==> src/rtl/bridge_pkg.sv <==
// Shared definitions for the UART-to-bus debug/loader bridge: FSM state
// encoding, default protocol bytes and command field lengths.
package bridge_pkg;

  typedef enum logic [2:0] {
    S_IDLE = 3'd0,
    S_ADDR = 3'd1,
    S_DATA = 3'd2,
    S_MEM  = 3'd3,
    S_RESP = 3'd4
  } state_t;

  // Default protocol bytes
  localparam logic [7:0] CMD_READ_DEF  = 8'h52;  // 'R'
  localparam logic [7:0] CMD_WRITE_DEF = 8'h57;  // 'W'
  localparam logic [7:0] ACK_BYTE_DEF  = 8'h06;
  localparam logic [7:0] NAK_BYTE_DEF  = 8'h15;

  // Command field lengths in bytes (little-endian on the wire)
  localparam int ADDR_BYTES = 4;
  localparam int DATA_BYTES = 4;

  // Number of response bytes returned for a read
  localparam logic [2:0] READ_RESP_BYTES = 3'd4;

endpackage

==> src/rtl/uart_bus_bridge.sv <==
// UART byte-stream command parser acting as a word-wide bus initiator.
// Commands: 'R' A0..A3 -> read word, reply D0..D3; 'W' A0..A3 D0..D3 ->
// write word, reply ACK; any other leading byte -> reply NAK.
//
// Handshakes: a bus beat completes on the cycle mem_valid && mem_ready; a
// response byte is consumed on the cycle tx_valid && tx_ready. mem_valid and
// tx_valid stay high with stable payload until their handshake, and drop on
// the following cycle unless another beat/byte is pending. rx_valid is a
// one-cycle strobe with no back-pressure; bytes arriving while a transaction
// or response is in flight are dropped and flagged in the sticky overrun bit.
module uart_bus_bridge
  import bridge_pkg::*;
#(
  parameter int         TIMEOUT_CYCLES = 1_000_000,
  parameter logic [7:0] CMD_READ       = CMD_READ_DEF,
  parameter logic [7:0] CMD_WRITE      = CMD_WRITE_DEF,
  parameter logic [7:0] ACK_BYTE       = ACK_BYTE_DEF,
  parameter logic [7:0] NAK_BYTE       = NAK_BYTE_DEF
) (
  input  logic        clk,
  input  logic        resetn,
  input  logic        rx_valid,
  input  logic [7:0]  rx_data,
  output logic        tx_valid,
  input  logic        tx_ready,
  output logic [7:0]  tx_data,
  output logic        mem_valid,
  input  logic        mem_ready,
  output logic [31:0] mem_addr,
  output logic [31:0] mem_wdata,
  output logic [3:0]  mem_wstrb,
  input  logic [31:0] mem_rdata,
  output logic        busy,
  output logic        overrun
);

  localparam int            TW        = $clog2(TIMEOUT_CYCLES);
  localparam logic [TW-1:0] TO_LAST   = TW'(TIMEOUT_CYCLES - 1);
  localparam logic [TW-1:0] TO_MAX    = '1;
  localparam logic [1:0]    ADDR_LAST = 2'(ADDR_BYTES - 1);
  localparam logic [1:0]    DATA_LAST = 2'(DATA_BYTES - 1);

  state_t        state, state_next;
  logic          is_write, is_write_next;
  logic [1:0]    byte_idx, byte_idx_next;
  logic [31:0]   addr, addr_next;
  logic [31:0]   wdata, wdata_next;
  logic [31:0]   resp, resp_next;
  logic [2:0]    resp_cnt, resp_cnt_next;
  logic [TW-1:0] to_cnt;
  logic          timed_out;

  assign timed_out = (to_cnt == TO_LAST);

  // Next-state and next-datapath decode; every register holds by default.
  always_comb begin
    state_next    = state;
    is_write_next = is_write;
    byte_idx_next = byte_idx;
    addr_next     = addr;
    wdata_next    = wdata;
    resp_next     = resp;
    resp_cnt_next = resp_cnt;
    case (state)
      S_IDLE: begin
        if (rx_valid) begin
          if (rx_data == CMD_READ || rx_data == CMD_WRITE) begin
            is_write_next = (rx_data == CMD_WRITE);
            byte_idx_next = 2'd0;
            state_next    = S_ADDR;
          end else begin
            resp_next     = {24'h0, NAK_BYTE};
            resp_cnt_next = 3'd1;
            state_next    = S_RESP;
          end
        end
      end
      S_ADDR: begin
        // An arriving byte takes priority over a coincident timeout.
        if (rx_valid) begin
          addr_next[{byte_idx, 3'b000} +: 8] = rx_data;
          byte_idx_next = byte_idx + 2'd1;
          if (byte_idx == ADDR_LAST) begin
            byte_idx_next = 2'd0;
            state_next    = is_write ? S_DATA : S_MEM;
          end
        end else if (timed_out) begin
          state_next = S_IDLE;
        end
      end
      S_DATA: begin
        if (rx_valid) begin
          wdata_next[{byte_idx, 3'b000} +: 8] = rx_data;
          byte_idx_next = byte_idx + 2'd1;
          if (byte_idx == DATA_LAST) begin
            byte_idx_next = 2'd0;
            state_next    = S_MEM;
          end
        end else if (timed_out) begin
          state_next = S_IDLE;
        end
      end
      S_MEM: begin
        if (mem_ready) begin
          if (is_write) begin
            resp_next     = {24'h0, ACK_BYTE};
            resp_cnt_next = 3'd1;
          end else begin
            resp_next     = mem_rdata;
            resp_cnt_next = READ_RESP_BYTES;
          end
          state_next = S_RESP;
        end
      end
      S_RESP: begin
        if (tx_ready) begin
          resp_next     = {8'h00, resp[31:8]};
          resp_cnt_next = resp_cnt - 3'd1;
          if (resp_cnt == 3'd1) state_next = S_IDLE;
        end
      end
      default: state_next = S_IDLE;
    endcase
  end

  // State and datapath registers.
  always_ff @(posedge clk) begin
    if (!resetn) begin
      state    <= S_IDLE;
      is_write <= 1'b0;
      byte_idx <= 2'd0;
      addr     <= 32'h0;
      wdata    <= 32'h0;
      resp     <= 32'h0;
      resp_cnt <= 3'd0;
    end else begin
      state    <= state_next;
      is_write <= is_write_next;
      byte_idx <= byte_idx_next;
      addr     <= addr_next;
      wdata    <= wdata_next;
      resp     <= resp_next;
      resp_cnt <= resp_cnt_next;
    end
  end

  // Inter-byte gap counter: runs only while a command is being collected,
  // clears on every received byte and whenever the parser is elsewhere.
  always_ff @(posedge clk) begin
    if (!resetn || rx_valid || !(state == S_ADDR || state == S_DATA)) begin
      to_cnt <= '0;
    end else if (to_cnt != TO_MAX) begin
      to_cnt <= to_cnt + 1'b1;
    end
  end

  // Sticky flag for bytes dropped while a transaction/response is in flight.
  always_ff @(posedge clk) begin
    if (!resetn) begin
      overrun <= 1'b0;
    end else if (rx_valid && (state == S_MEM || state == S_RESP)) begin
      overrun <= 1'b1;
    end
  end

  // Registered outputs, decoded from the next state so they line up with it.
  always_ff @(posedge clk) begin
    if (!resetn) begin
      mem_valid <= 1'b0;
      mem_addr  <= 32'h0;
      mem_wdata <= 32'h0;
      mem_wstrb <= 4'h0;
      tx_valid  <= 1'b0;
      tx_data   <= 8'h00;
      busy      <= 1'b0;
    end else begin
      mem_valid <= (state_next == S_MEM);
      mem_addr  <= {addr_next[31:2], 2'b00};
      mem_wdata <= wdata_next;
      mem_wstrb <= (state_next == S_MEM && is_write_next) ? 4'b1111 : 4'b0000;
      tx_valid  <= (state_next == S_RESP);
      tx_data   <= resp_next[7:0];
      busy      <= (state_next != S_IDLE);
    end
  end

endmodule

==> config.mk <==
export PLATFORM = sky130hd
export DESIGN_NAME = uart_bus_bridge
export DESIGN_NICKNAME = d
export VERILOG_FILES = /design/src/rtl/bridge_pkg.sv /design/src/rtl/uart_bus_bridge.sv
export SDC_FILE = /design/constraint.sdc
export NUM_CORES = 1
export LEC_CHECK = 0
export ABC_CLOCK_PERIOD_IN_PS = 3200
export CAP_MARGIN = 10
export CORE_MARGIN = 2
export CORE_UTILIZATION = 50
export CTS_CLUSTER_SIZE = 16
export DETAILED_ROUTE_END_ITERATION = 8
export HOLD_SLACK_MARGIN = 0.05
export MAX_ROUTING_LAYER = met4
export PLACE_DENSITY = 0.74
export SLEW_MARGIN = 20
export SYNTH_ARGS = -nofsm -noshare
export SYNTH_HDL_FRONTEND = slang
export SYNTH_SLANG_ARGS = --single-unit
export TNS_END_PERCENT = 10
==> constraint.sdc <==
create_clock -name clk -period 3.2 [get_ports clk]
set_input_delay 0.64 -clock clk [delete_from_list [all_inputs] [get_ports clk]]
set_output_delay 0.64 -clock clk [all_outputs]
set_load 0.02 [all_outputs]
-- Yosys cells after proc, flatten, opt, wreduce, memory -nomap -nowiden
Cells that the tools add are included.
- add/sub/neg operators: 4
- equality and inequality tests: 18
- shifts and indexed selects: 2
- muxes and demuxes: 37
- reduce and logical (&&, ||, !) cells: 18
- operators by type and width (cell ; number):
    $mux 32 ; 7
    $pmux 32 s3 ; 1
    $bwmux 32 ; 2
    $mux 3 ; 15
    $shift 8x7->32 const A ; 1
    $shiftx 8x7->32 ; 1
    $add 20x1->20 const B ; 1
    $eq 20x20->1 const B ; 1
    $ne 20x20->1 const B ; 1
    $eq 8x7->1 const B ; 2
    $pmux 3 s5 ; 1
    $ne 2x2->1 const B ; 5
    $eq 3x2->1 const B ; 3
    $pmux 3 s3 ; 1
    $mux 2 ; 4
    $neg 5->7 ; 1
    $eq 3x1->1 const B ; 2
    $eq 3x3->1 const B ; 2
    $reduce_bool 3->1 ; 2
    $logic_or 1x1->1 ; 5
    $reduce_and 5->1 ; 1
    $mux 1 ; 4
    $mux 4 ; 1
    $pmux 2 s2 ; 1
    other kinds (11) ; 14
- register bits: 135
- output and inout port bits: 80
- word-level logic and storage cells: 95

-- Logic depth before layout (Yosys ltp)
Gate-level depths: netlist of run 1.
- depth after elaboration: 8
- gate-level depth with buffers: 8
- gate-level depth less buffers: 6

-- Worst setup path before layout of run 1
Ideal clock, no wire load.
- kind: in2reg
- start: in rx_data[7]
- end: reg resp[0]
- setup time: 116 ps
- data arrival time: 1876 ps
- required time: 3084 ps
- slack: 1207 ps
- stages: 7
- buffers on the path: 3
- path through: buf_4 -> and4bb_2 -> nand3_1 -> a21bo_1 -> buf_6 -> buf_6 -> o211a_1
- cells in the longest elaborated chain, start to end: 4
- elaborated cells between the ends (all ways): 5
- those cells by class: 3 x eq/ne; 2 x reduce/logical
- ends and longest elaborated chain (what ; line ; source):
    start: declaration ; uart_bus_bridge.sv:23 ; input logic [7:0] rx_data,
    $eq 8x7->1 ; uart_bus_bridge.sv:67 ; if (rx_data == CMD_READ || rx_data == CMD_WRITE) begin
    $logic_or 1x1->1 * ; uart_bus_bridge.sv:67 ;
    $ne 2x2->1 (no line) * ; n/a ;
    $reduce_and 5->1 (no line) * ; n/a ;
    end signal: assignment ; uart_bus_bridge.sv:142 ; resp <= resp_next;
    end: declaration ; uart_bus_bridge.sv:48 ; logic [31:0] resp, resp_next;
Mark *: on every way between the ends. The rest lies on a longest branch, timed or not.
A chain may end at the register's enable or synchronous reset.

-- Final worst setup path of run 1
- start: reg byte_idx[0]
- end: reg addr[22]
- cells in the longest elaborated chain, start to end: 5
- elaborated cells between the ends (all ways): 6
- those cells by class: 1 x add/sub; 2 x shift; 3 x mux
- ends and longest elaborated chain (what ; line ; source):
    start: declaration ; uart_bus_bridge.sv:45 ; logic [1:0] byte_idx, byte_idx_next;
    start signal: assignment ; uart_bus_bridge.sv:139 ; byte_idx <= byte_idx_next;
    $neg 5->7 * ; uart_bus_bridge.sv:81 ; addr_next[{byte_idx, 3'b000} +: 8] = rx_data;
    $shiftx 8x7->32 / $shift 8x7->32 (equally long branches) ; uart_bus_bridge.sv:81 ;
    $bwmux 32 * ; uart_bus_bridge.sv:81 ;
    $mux 32 * ; uart_bus_bridge.sv:80 ; if (rx_valid) begin
    $mux 32 * ; uart_bus_bridge.sv:64 ; case (state)
    end signal: assignment ; uart_bus_bridge.sv:140 ; addr <= addr_next;
    end: declaration ; uart_bus_bridge.sv:46 ; logic [31:0] addr, addr_next;
Marks and branches as above.

==> flow_summary_export.csv, run 1 <==
group,metric,value,unit
logic_synthesis,ys_seq_elements,128,
floorplanning,pin_count,125,
clock_network,clkSlewWorstSetupHoldPaths,60,ps
sta,fin_crit_sh,73.3,%
detailed_routing,drc,0,
logic_synthesis,synth.distinct_cells,61,
critical_path,path_cells,"inv_1, ha_1, nor3b_2, nand3_1, a21boi_0",
critical_path,cp.required,3530,ps
detailed_routing,vias,5253,
logic_synthesis,synth_flop_cell,"dfxtp_1",
logic_synthesis,synthArstFlopShare,0,%
place,place_hpwl,10.2,mm
logic_synthesis,synth-compound-area-share,18.5,%
logic_synthesis,synth_top_cell_by_area,"dfxtp_1",
critical_path,worst-path-buf-inv,1,
logic_synthesis,avgSynthCellArea,8.96,sq um
place,place_congestion,0.798,
final_layout,post-route-util,65.6,%
logic_synthesis,yosys-top-cells-area,"dfxtp_1 (43%), a21boi_0 (7.4%), nand3_1 (6.3%)",
global_routing,grt_first_pass_wirelength,24.2,mm
logic_synthesis,synth_xor_area_share,2.18,%
clock_network,post_cts_resized,0,
sta,fmaxAchievable,426,MHz
clock_network,cts_tree,"yes",
critical_path,arrival,2680,ps
detailed_routing,wl,15.1,mm
clock_network,htree_levels,4,
floorplanning,start_util,50.8,%
logic_synthesis,ys_seq_area_share,42.6,%
clock_network,cts_post_setup_buffers_inserted,0,
sta,rsz0062_at_grt,"false",
global_routing,grtUsageTotal,24.1,%
final_layout,final_net_count,819,
logic_synthesis,synthAdderAreaFrac,1.87,%
critical_path,slowest_delay,800,ps
power,ir_drop,0.242,mV
sta,hold_violations,0,
sta,relSlewSlack,36.6,%
critical_path,start_kind,"flip-flop",
floorplanning,die_w,114,um
final_layout,syn_to_final_growth,29.2,%
logic_synthesis,synth.most_common_cell,"dfxtp_1",
place,pre_cts_slack,510,ps
logic_synthesis,synth_edf_count,0,
sta,setup_viol,0,
detailed_routing,ant_nets,0,
critical_path,crit_slowest_cell,"nor3b_2",
sta,tns,0,ps
logic_synthesis,yosys.area_share.simple,27.5,%
sta,min_period,2350,ps
logic_synthesis,yosys-top-cells-count,"dfxtp_1 (128), nand2_1 (92), nand3_1 (76)",
floorplanning,dieArea,12900,sq um
final_layout,stdcell_count,926,
power,power_per_cell_area,510,nW/um^2
sta,tightest_slew,947,ps
detailed_routing,drt-initial-drc-count,445,
place,port_buffers,122,
clock_network,cts_root_buf,"clkbuf_16",
worst_hold_path,hold_class,"reg2reg",
critical_path,critical-path-top-delay-family,"simple AND/OR/NAND/NOR gates",
detailed_routing,wl_per_cell,16.3,um
final_layout,drive_gt1_share,11.2,%
clock_network,insertion_delay,420,ps
clock_network,clkSinkCount,128,
critical_path,path_class,"reg2reg",
logic_synthesis,synth_top_family_by_area,"simple AND/OR/NAND/NOR gates",
logic_synthesis,synth_cells,672,
sta,slew_viol_final,0,
floorplanning,die_h,114,um
power,p_leak,2.66,nW
status,outcome,"finished, final reports clean",
sta,fin_ws,854,ps
sta,fin_skew,10.1,ps
logic_synthesis,muxShareOfSynthArea,0.499,%
global_routing,gr-total-overflow,0,
detailed_routing,dr.pass1.iters,5,
logic_synthesis,syn-cell-area,6020,sq um
flow_run,cap_violations,0,
floorplanning,coreArea,11900,sq um
global_routing,first_global_vias,4900,
logic_synthesis,synth_top_area_share,42.6,%
floorplanning,rows,40,
detailed_routing,via_per_inst,5.67,
logic_synthesis,yosys_warnings,0,
place,dp_cells,893,
global_routing,antenna_found_initial,1,
clock_network,hold_buffers,0,
global_routing,grt_max_degree,104,
clock_network,numCtsBuffers,17,
clock_network,cts.path.max_buffers,2,
critical_path,worstSetupEndpointType,"flip-flop",
critical_path,crit_fanout,16,
[cells by family (layout without fill, tap and decap cells)]
logic type | after synthesis | after routing
other | 1 | 3
muxes | 3 | 3
xor gates and xnor gates | 15 | 15
buffers and inverters | 72 | 177
DFF | 128 | 128
and+or+nand+nor | 301 | 301
AOI/OAI and AO/OA | 143 | 143
adders and majority gates | 9 | 9
[layout by cell type, fill, tap and decap left out, drive strengths merged, types with 2 or more instances in the layout]
cell type | netlist | routed
nor3 | 9 | 9
clkinvlp | 0 | 2
nor3b | 27 | 27
xnor2 | 14 | 14
o21ai | 8 | 8
and4 | 4 | 4
nor2 | 51 | 51
o21a | 2 | 2
nand2 | 92 | 92
a21boi | 75 | 75
nor4b | 2 | 2
nand2b | 4 | 4
o211a | 3 | 3
and3 | 4 | 4
and2 | 9 | 9
dfxtp | 128 | 128
a211oi | 5 | 5
bufinv | 0 | 3
nand4 | 11 | 11
ha | 9 | 9
clkdlybuf4s50 | 0 | 121
nand3 | 77 | 77
a221oi | 21 | 21
clkbuf | 26 | 19
a31oi | 5 | 5
conb | 1 | 2
mux2i | 3 | 3
nand3b | 4 | 4
buf | 39 | 17
inv | 7 | 7
clkinv | 0 | 8
nor2b | 2 | 2
a221o | 2 | 2
a21oi | 11 | 11
[per-stage QoR]
step,hold WS (ps),cell area (sq um),total power (W)
2_1_floorplan,431,6020,0.00193
3_3_place_gp,437,7170,0.00202
3_5_place_dp,447,7170,0.00203
4_1_cts,455,7770,0.00399
5_1_grt,477,7780,0.00410
6_report,451,7780,0.00397
[state kept, by name (all words and copies together), names as in the netlist]
register,cells
resp,32
to_cnt,20
mem_wstrb,1
addr,30
overrun,1
state,3
is_write,1
byte_idx,2
tx_valid,1
mem_valid,1
mem_wdata,32
resp_cnt,3
busy,1
[final timing paths]
check / cells past startpoint / from / slack (ps) / end
min: 2 / addr[20] / 450 / addr[20]
max reg2reg: 5 / byte_idx[0] / 850 / addr[22]
min reg2reg: 2 / addr[20] / 450 / addr[20]
max: 5 / byte_idx[0] / 850 / addr[22]
[report_power, final]
part | switching (W) | internal (W)
combinational | 0.000176 | 0.000166
sequential | 0.0000246 | 0.00163
clock | 0.000722 | 0.00125
[metal layers]
metal	track usage, %	up-vias	routed length (um)
met5	-	-	0
met4	7.15	0	119
met3	5.58	12	874
met2	38.0	180	7460
met1	31.1	2516	6650
li1	-	2545	-
[cell type report]
cell class / count / area (sq um)
fill: 979 / 4080
tap: 147 / 184
antenna: 1 / 2.50
timing repair buffer: 138 / 1340
sequential: 128 / 2560
inverter: 7 / 26.3
multi-input combinational: 473 / 3060
clock buffer: 19 / 443
clock inverter: 13 / 164
[worst reg2reg max path: cells and delay by family (launching register included)]
family	cells	cell delay (ps)
DFF	1	490
AOI/OAI and AO/OA	1	200
buffers and inverters	1	180
and+or+nand+nor	2	980
adders and majority gates	1	420
No activity file was read; power rests on OpenSTA's default activity.
==> inputs of run 2 (changes only) <==
Settings changed: ABC_CLOCK_PERIOD_IN_PS 3200 to 1900, CORE_UTILIZATION 50 to 46, PLACE_DENSITY 0.74 to 0.72.
Clock period 3.2 ns to 1.9 ns, I/O delays scaled along.
==> run 2 against run 1 <==
Net effect:
- die area increased by 8.4%
- critical endpoint is now mem_wstrb[2]
- via count increased by 2.9%
- clock-buffer cell count increased by 2
- hold slack got worse by 55 ps
- largest cell class unchanged
- register-to-register slack got worse by 690 ps
- critical path type is now reg2out
- clock power increased by 59%
- global-route usage decreased by 0.85 points
==> flow_summary_export.csv, run 2 (synthesis results as in run 1) <==
group,metric,value,unit
status,outcome,"finished, final reports clean",
floorplanning,rows,41,
final_layout,final_net_count,855,
worst_hold_path,hold_class,"in2reg",
detailed_routing,drt-initial-drc-count,461,
place,place_hpwl,11.1,mm
final_layout,syn_to_final_growth,34.8,%
clock_network,htree_levels,4,
clock_network,insertion_delay,420,ps
global_routing,grt_first_pass_wirelength,25.7,mm
global_routing,grt_max_degree,39,
critical_path,start_kind,"flip-flop",
final_layout,antenna_cells,0,
detailed_routing,via_per_inst,5.48,
detailed_routing,wl,15.5,mm
final_layout,reg_top3,"mem_wdata (32), resp (32), addr (30)",
critical_path,worstSetupEndpointType,"output pin",
clock_network,clkSinkCount,128,
critical_path,cp.required,1520,ps
sta,fin_skew,7.46,ps
clock_network,cts.path.max_buffers,2,
clock_network,cts_tree,"yes",
floorplanning,coreArea,12700,sq um
critical_path,crit_fanout,4,
clock_network,numCtsBuffers,17,
flow_run,cap_violations,0,
sta,tns,0,ps
floorplanning,dieArea,14000,sq um
critical_path,crit_slowest_cell,"clkdlybuf4s50_1",
critical_path,arrival,1440,ps
detailed_routing,ant_nets,0,
clock_network,clkSlewWorstSetupHoldPaths,50,ps
sta,hold_violations,0,
critical_path,worst-path-buf-inv,1,
power,power,0.00656,W
floorplanning,pin_count,125,
clock_network,cts_post_setup_buffers_inserted,0,
floorplanning,start_util,47.3,%
critical_path,critical-path-top-delay-family,"buffers and inverters",
sta,slew_viol_final,0,
global_routing,gr-total-overflow,0,
clock_network,hold_buffers,0,
place,port_buffers,122,
detailed_routing,drc,0,
floorplanning,die_w,118,um
detailed_routing,dr.pass1.iters,5,
power,ir_drop,0.525,mV
sta,setup_viol,0,
critical_path,path_class,"reg2out",
detailed_routing,wl_per_cell,15.7,um
sta,fin_crit_sh,95.7,%
final_layout,post-route-util,63.8,%
global_routing,grtUsageTotal,23.2,%
power,power_per_cell_area,809,nW/um^2
final_layout,layout_common_cells,"dfxtp_1 (126), clkdlybuf4s50_1 (120), nand2_1 (92)",
critical_path,slowest_delay,640,ps
place,place_congestion,0.916,
floorplanning,die_h,118,um
clock_network,cts_root_buf,"clkbuf_16",
sta,fmaxAchievable,550,MHz
global_routing,antenna_found_initial,0,
sta,min_period,1820,ps
final_layout,drive_gt1_share,15.7,%
sta,hold_slack,396,ps
detailed_routing,vias,5405,
critical_path,r2r_slack,160,ps
final_layout,layout_commonest_cell,"dfxtp_1",
global_routing,first_global_vias,5286,
power,p_leak,2.85,nW
critical_path,path_cells,"clkdlybuf4s50_1",
sta,rsz0062_at_grt,"false",
[run 2: final cells by class]
cell class              instances  area [sq um]
clock buffers                  21           460
flip-flops and latches        128          2560
multi-input cells             473          3070
fillers                      1075          4610
inverters                       7          26.3
well taps                     172           215
repair buffers                174          1660
clock inverters                11           114
[run 2: repair_timing]
| item | 4_1_cts | 5_1_grt |
|---|---|---|
| cloned | 0 | 1 |
| endpoints found under the setup margin | 7 | 59 |
| gates resized for setup | 1 | 6 |
[run 2: report_power, final]
part           switching (W)  leakage [nW]  internal, W
sequential         0.0000409          1.04      0.00275
combinational       0.000312          1.53     0.000320
clock                0.00116         0.282      0.00198
[run 2: final timing paths]
check / depth (start not counted) / start / endpoint
setup / recovery: 1 / mem_wstrb[2] / mem_wstrb[2]
hold / removal: 2 / resetn / overrun
setup reg to reg: 6 / byte_idx[0] / mem_wdata[1]
hold reg to reg: 2 / addr[10] / addr[10]
[run 2: layer usage]
layer	vias to the layer above	part of all wire, %	track usage (%)
met4	0	2.7	9.60
met1	2562	42	27.5
li1	2614	-	-
met3	34	6.5	5.60
met2	195	48	38.0
met5	-	0	-
[run 2: through the flow]
stage               std cells  cell area, sq um  setup WS [ps]
finish                    986              8110           82.0
floorplan                 673              6020           32.7
detailed placement        953              7510           -479
CTS                       985              8090           26.0
global route              986              8110           22.6
global placement          953              7510           -336
